`config.mk`:
```
export PLATFORM = sky130hd
export DESIGN_NAME = cic_comp_fir
export DESIGN_NICKNAME = d
export VERILOG_FILES = /design/src/rtl/cic_comp_fir.sv
export SDC_FILE = /design/constraint.sdc
export NUM_CORES = 1
export LEC_CHECK = 0
export ABC_CLOCK_PERIOD_IN_PS = 13400
export BUFFER_PORTS_ARGS = -buffer_cell sky130_fd_sc_hd__buf_4
export CAP_MARGIN = 20
export CORE_ASPECT_RATIO = 0.6
export CORE_MARGIN = 2
export CORE_UTILIZATION = 52
export DETAILED_ROUTE_END_ITERATION = 16
export GPL_TIMING_DRIVEN = 0
export PLACE_DENSITY = 0.69
export SETUP_SLACK_MARGIN = 0.4
export SLEW_MARGIN = 30
export SYNTH_ARGS = -nofsm -noshare
export SYNTH_HDL_FRONTEND = slang
export SYNTH_SLANG_ARGS = --single-unit
export TNS_END_PERCENT = 100
```
`constraint.sdc`:
```
create_clock -name clk -period 13.4 [get_ports clk]
set_input_delay 2.01 -clock clk [delete_from_list [all_inputs] [get_ports clk]]
set_output_delay 2.01 -clock clk [all_outputs]
set_load 0.05 [all_outputs]
```
`src/rtl/cic_comp_fir.sv`:
```
// cic_comp_fir: decimate-by-2, 7-tap symmetric compensation FIR behind a CIC.
// One serial MAC per clk; emits one rounded result per two accepted samples.
// Ports:
//   clk      system clock (same as the CIC)
//   rst      asynchronous active-high reset
//   d_in     signed sample from the CIC d_out
//   d_clk    CIC output strobe, sampled as a level; rising edge takes a sample
//   d_out    signed filtered, decimated sample, held between updates
//   d_valid  one-cycle pulse when d_out updates
//   overrun  sticky: a sample edge arrived while the MAC was busy
module cic_comp_fir #(
    parameter int unsigned IN_W  = 31,
    parameter int unsigned OUT_W = IN_W + 1
) (
    input  logic                    clk,
    input  logic                    rst,
    input  logic signed [IN_W-1:0]  d_in,
    input  logic                    d_clk,
    output logic signed [OUT_W-1:0] d_out,
    output logic                    d_valid,
    output logic                    overrun
);

    localparam int unsigned NTAP  = 7;
    localparam int unsigned ACC_W = IN_W + 9;

    localparam logic [1:0] IDLE = 2'd0;
    localparam logic [1:0] MAC  = 2'd1;
    localparam logic [1:0] DONE = 2'd2;

    logic [1:0]              state, state_nxt;
    logic [2:0]              k, k_nxt;
    logic signed [ACC_W-1:0] acc, acc_nxt;
    logic signed [IN_W-1:0]  x [NTAP];
    logic                    phase, phase_nxt;
    logic                    d_clk_q;
    logic                    overrun_nxt;
    logic signed [OUT_W-1:0] d_out_nxt;
    logic                    d_valid_nxt;

    logic                    rise_c;
    logic                    accept_c;
    logic signed [IN_W-1:0]  x_sel_c;
    logic signed [5:0]       coef_c;
    logic signed [ACC_W-1:0] prod_c;
    logic signed [ACC_W-1:0] rnd_c;

    // Tap select for the serial MAC; k never reaches 7
    always_comb begin
        x_sel_c = x[6];
        coef_c  = 6'sd0;
        case (k)
            3'd0: begin x_sel_c = x[0]; coef_c = -6'sd1;  end
            3'd1: begin x_sel_c = x[1]; coef_c =  6'sd0;  end
            3'd2: begin x_sel_c = x[2]; coef_c =  6'sd9;  end
            3'd3: begin x_sel_c = x[3]; coef_c =  6'sd16; end
            3'd4: begin x_sel_c = x[4]; coef_c =  6'sd9;  end
            3'd5: begin x_sel_c = x[5]; coef_c =  6'sd0;  end
            default: begin x_sel_c = x[6]; coef_c = -6'sd1; end
        endcase
    end

    // Next-state and output logic
    always_comb begin
        rise_c      = d_clk & ~d_clk_q;
        accept_c    = rise_c && (state == IDLE);
        prod_c      = ACC_W'(x_sel_c) * ACC_W'(coef_c);
        rnd_c       = acc + ACC_W'(16);

        state_nxt   = state;
        k_nxt       = k;
        acc_nxt     = acc;
        phase_nxt   = phase;
        d_out_nxt   = d_out;
        d_valid_nxt = 1'b0;
        // MAC and DONE both count as busy; an edge there is dropped
        overrun_nxt = overrun | (rise_c && (state != IDLE));

        case (state)
            IDLE: begin
                if (accept_c) begin
                    phase_nxt = ~phase;
                    if (phase) begin
                        state_nxt = MAC;
                        k_nxt     = 3'd0;
                        acc_nxt   = '0;
                    end
                end
            end
            MAC: begin
                acc_nxt = acc + prod_c;
                if (k == 3'd6) begin
                    state_nxt = DONE;
                end else begin
                    k_nxt = k + 3'd1;
                end
            end
            DONE: begin
                // Round half up, then drop the 2^5 coefficient scale
                d_out_nxt   = OUT_W'(rnd_c >>> 5);
                d_valid_nxt = 1'b1;
                state_nxt   = IDLE;
            end
            default: begin
                state_nxt = IDLE;
            end
        endcase
    end

    // State and datapath registers
    always_ff @(posedge clk or posedge rst) begin
        if (rst) begin
            state   <= IDLE;
            k       <= 3'd0;
            acc     <= '0;
            phase   <= 1'b0;
            d_clk_q <= 1'b1;
            overrun <= 1'b0;
            d_out   <= '0;
            d_valid <= 1'b0;
            for (int i = 0; i < int'(NTAP); i++) begin
                x[i] <= '0;
            end
        end else begin
            state   <= state_nxt;
            k       <= k_nxt;
            acc     <= acc_nxt;
            phase   <= phase_nxt;
            d_clk_q <= d_clk;
            overrun <= overrun_nxt;
            d_out   <= d_out_nxt;
            d_valid <= d_valid_nxt;
            if (accept_c) begin
                x[0] <= d_in;
                for (int i = 1; i < int'(NTAP); i++) begin
                    x[i] <= x[i-1];
                end
            end
        end
    end

endmodule
```
Word level (Yosys, flattened, before mapping) --
Cells that the tools add are included.
Word-level totals: memories kept 0, word-level logic and storage cells 61, latch bits 0, memory bits (read-only) 0, output and inout port bits 34, bits in writable memories 0, bits in registers 298, bits of input ports 34
Cells by class: add/sub/neg operators 3, multiply operators 1, div/mod/pow operators 0, eq/ne operators 12, mux-type cells 14, shift-type cells 0, bitwise logic cells 4, reduce and logical (&&, ||, !) cells 12, magnitude comparators 0
Operators by type and width (number):
- 31-bit case mux with 6 select lines | 1
- 40-bit two-way mux | 2
- 40-bit case mux with 2 select lines | 1
- 40-bit by 37-bit adder with 40-bit output | 1
- 37-bit by 6-bit adder with 37-bit output (second input constant) | 1
- 31-bit by 6-bit multiplier with 37-bit output | 1
- 6-bit case mux with 3 select lines | 1
- 3-bit == test (second input constant) | 3
- 3-bit two-way mux | 3
- 2-bit inequality test (second input constant) | 4
- 3-bit by 2-bit == test with 1-bit output (second input constant) | 2
- 2-bit two-way mux | 3
- 3-bit case mux with 2 select lines | 1
- 3-bit AND reduction | 2
- 2-bit case mux with 2 select lines | 1
- 4-bit AND reduction | 1
- 2-bit nonzero test | 2
- 2-bit OR reduction | 2
- 3-bit by 1-bit adder with 3-bit output (second input constant) | 1
- 3-bit by 1-bit == test with 1-bit output (second input constant) | 1
- 3-bit logical NOT | 1
- 2-bit by 1-bit == test with 1-bit output (second input constant) | 1
- 2-bit == test (second input constant) | 1
- 1-bit logical AND | 2
- other kinds (6) | 7

Depth between registers and ports, before layout --
depth in word-level cells 6, depth in mapped cells 30, gate-level depth less buffers 26

Least setup slack after synthesis --
Ideal clock, no wire load.
kind reg2reg, start register k[0], end register acc[26], cell stages (with the launch flop) 31, clock period less this slack 6.502 ns, data required time 13.278 ns, setup time 0.122 ns, arrival time 6.381 ns, slack 6.898 ns, buffers on the path 4, cell sequence dfrtp_1 inv_1 ha_1 nor2b_1 buf_2 a21o_1 or3_1 buf_2 a21oi_2 buf_2 nand2_1 nand3_1 nand2_1 fa_1 inv_1 fa_1 fa_1 inv_1 fa_1 inv_1 ha_1 buf_2 and3_1 nand3_1 nor4_1 a2bb2oi_1 a211oi_1 o21a_1 o21ai_1 a21o_1 a32o_1
Between the ends: longest elaborated chain between the ends 6, elaborated cells between the ends (all ways) 13, those cells by class 1 x add/sub; 1 x mul; 5 x eq/ne; 3 x mux; 3 x reduce/logical
RTL lines:
- start: declaration | line 32 | logic [2:0] k, k_nxt;
- start signal: assignment | line 126 | k <= k_nxt;
- 3-bit == test (tied with other cells) | line 52 | case (k)
- 2-bit OR reduction (no line)
- 6-bit case mux with 3 select lines | line 52
- 31-bit by 6-bit multiplier with 37-bit output * | line 67 | prod_c = ACC_W'(x_sel_c) * ACC_W'(coef_c);
- 40-bit by 37-bit adder with 40-bit output * | line 91 | acc_nxt = acc + prod_c;
- 40-bit case mux with 2 select lines * | line 79 | case (state)
- end signal: assignment | line 127 | acc <= acc_nxt;
- end: declaration | line 33 | logic signed [ACC_W-1:0] acc, acc_nxt;
Every way passes the cells marked *; elsewhere a longest branch is shown, timed or not. A chain may end at the register's enable or synchronous reset.

Worst setup path after layout --
start register k[2], end register acc[32]
The elaborated chain is that of the path after synthesis.

==> impl_metrics.json <==
{
  "gr-total-overflow": 0,
  "drtPass1Iterations": 6,
  "ys_seq_elements": 295,
  "cts.sinks": 295,
  "placed_area_um2": 21260,
  "synth_top_area_share_pct": 36.75,
  "ctsHoldBuffers": 0,
  "viasPerCell": 5.712,
  "via_count": 14370,
  "finalCritPeriodShare_pct": 60.92,
  "routedWlPerCell_um": 19.55,
  "synth_xor_area_share_pct": 3.062,
  "grt_antenna_before_repair": 0,
  "setup_ws_ns": 5.237,
  "netlist_top_cells_count": "294 x dfrtp_1, 280 x inv_1, 278 x mux2_2",
  "syn-num-nets": 2155,
  "slew_headroom_pct": 37.03,
  "hpwl_mm": 38.08,
  "route.met3.wl_mm": 3.841,
  "synth-adder-area-share_pct": 20.77,
  "track_usage_pct": 25.41,
  "synth_edf_count": 0,
  "hp-class": "reg -> reg",
  "wl_met1_mm": 23.26,
  "crit_path_end_kind": "flip-flop",
  "nets": 2256,
  "drv_slew": 0,
  "cts_buffers": 29,
  "insertedDiodeCount": 0,
  "tightest_slew_ns": 0.9446,
  "outcome": "completed",
  "area_growth_syn_to_layout_pct": 11.01,
  "yosysTopAreaCell": "dfrtp_1",
  "drive_gt1_share_pct": 20.77,
  "crit_fanout": 10,
  "ys_types": 65,
  "synthFlopType": "dfrtp_1",
  "min_period_ns": 8.163,
  "setup_tns_ns": 0,
  "cts_root_buf": "clkbuf_16",
  "final_util_pct": 58.72,
  "synthMuxAreaShare_pct": 15.79,
  "ys_warn_count": 0,
  "synth_cells": 1881,
  "r2r_cells": 28,
  "synthArstFlopShare_pct": 100.0,
  "netlist_area_um2": 20020,
  "cp-start-kind": "flip-flop",
  "synthSimpleGateAreaFrac_pct": 8.312,
  "critPathMaxStageDelay_ns": 0.59,
  "io_buffers": 67,
  "drv_cap": 0,
  "arrival_ns": 8.66,
  "die_h_um": 156.0,
  "cts_buffer_depth": 3,
  "synth_area_leaders": "dfrtp_1 37%, mux2_2 16%, fa_1 15%",
  "finalHoldViolCount": 0,
  "wirelength_mm": 49.20,
  "rsz0062_at_grt": "no",
  "place_congestion": 0.8977,
  "grt_pass1_vias": 14770,
  "cts_max_level": 1,
  "die_w_um": 257.3,
  "syn_avg_cell_area_um2": 10.64,
  "fillers": 3211,
  "max_freq_mhz": 122.5,
  "wl_met2_mm": 20.99,
  "crit_required_ns": 13.90,
  "clock-skew-final_ns": 0.03136,
  "path_class": "reg -> reg",
  "cts.clk_slew.worst_paths_ns": 0.07,
  "cts_tree": "built",
  "synth_most_common_cell": "dfrtp_1",
  "grt_pass1_wl_mm": 80.01,
  "start_util_pct": 52.90,
  "rows": 55,
  "setup_violations": 0,
  "fp.dieArea_um2": 40140,
  "ioPinCount": 68,
  "grt_max_degree": 94,
  "highest_layer": "met4",
  "min_path_cells": 2,
  "drtIter0Drc": 1361,
  "route.detailed.drc": 0,
  "final_design_area_no_fill_um2": 22230,
  "ant_nets": 0,
  "cts_setup_buffers": 0,
  "cts_resized": 0,
  "synth-compound-area-share_pct": 8.237,
  "ys_seq_area_share_pct": 36.88,
  "core-area_um2": 37850,
  "synth_top_family_by_area": "adder cells",
  "clock_latency_ns": 0.59,
  "slowest_stage": "a2bb2oi_1",
  "place_ws_ns": 5.522
}
[critical path, delay by kind of cell (launching register included)]
family                     cells  cell delay [ns]
adders and majority gates      6             2.65
AOI/OAI and AO/OA              6             1.86
buffers and inverters          8             1.57
and+or+nand+nor                7             1.41
DFF                            1             0.43
xor gates and xnor gates       1             0.16
[state kept, by name, summed over array words and instances (netlist names)]
signal,count
overrun,1
state,2
d_valid,1
d_clk_q,1
phase,1
k,3
acc,37
x,217
d_out,32
[metrics by stage]
step | hold WS, ns | cells
after detailed placement | 0.4711 | 2464
after CTS | 0.4863 | 2516
after global placement | 0.4705 | 2461
final | 0.4785 | 2516
after floorplan | 0.4563 | 1881
after global routing | 0.5131 | 2516
[cells by family after synthesis]
family / after synthesis
compound gates: 243
xor+xnor: 70
fa+ha+maj: 240
buf+inv: 367
flops: 295
mux: 281
simple gates: 385
[layout by cell type, fill, tap and decap left out, types with 5 or more instances in the layout]
master / count
dfrtp_1: 294
inv_1: 279
mux2_2: 278
nand2_1: 210
fa_1: 154
ha_1: 86
clkbuf_1: 80
o21ai_0: 68
buf_4: 68
nor2_1: 67
nand3_1: 45
xnor2_1: 38
a21oi_1: 34
xor2_1: 32
a31oi_1: 30
clkbuf_16: 29
a222oi_1: 27
a21o_1: 14
nor3_1: 10
nand4_1: 10
nand2b_1: 9
a22o_1: 7
clkinv_2: 7
o211ai_1: 7
o21a_1: 7
o21bai_1: 6
buf_2: 6
and2_1: 6
and3_1: 5
a221oi_1: 5
o21ai_1: 5
clkbuf_8: 5
[path summary, 6_finish.rpt]
kind | startpoint | end | slack [ns]
max in group asynchronous | rst | x[120]$_DFFE_PP0P_ | 11.14
worst min register to register | d_out[8]$_DFFE_PP0P_ | d_out[8]$_DFFE_PP0P_ | 0.48
worst max register to register | k[2]$_DFFE_PP0P_ | acc[32]$_DFFE_PP0P_ | 5.24
worst max-delay path | k[2]$_DFFE_PP0P_ | acc[32]$_DFFE_PP0P_ | 5.24
min in group asynchronous | rst | x[195]$_DFFE_PP0P_ | 1.45
worst min-delay path | d_out[8]$_DFFE_PP0P_ | d_out[8]$_DFFE_PP0P_ | 0.48
[routing by layer]
metal	GRT usage, %	up-vias
li1	-	6465
met4	5.808	0
met2	38.53	478
met5	0	-
met1	37.87	7353
met3	4.841	76
[area by class of cell]
cell class | instances | area (µm²) | share of cell area, %
inverter | 281 | 1064 | 4.785
clock inverter | 14 | 160.2 | 0.7206
multi-input combinational | 1219 | 11250 | 50.60
sequential | 295 | 7383 | 33.22
timing repair buffer | 70 | 585.6 | 2.635
buffer | 86 | 334.1 | 1.503
clock buffer | 38 | 809.5 | 3.642
tap | 513 | 641.9 | 2.888
Power is left out: the tool's default activity adds up to more than one toggle a clock period on the data nets, which glitch-free logic cannot reach.
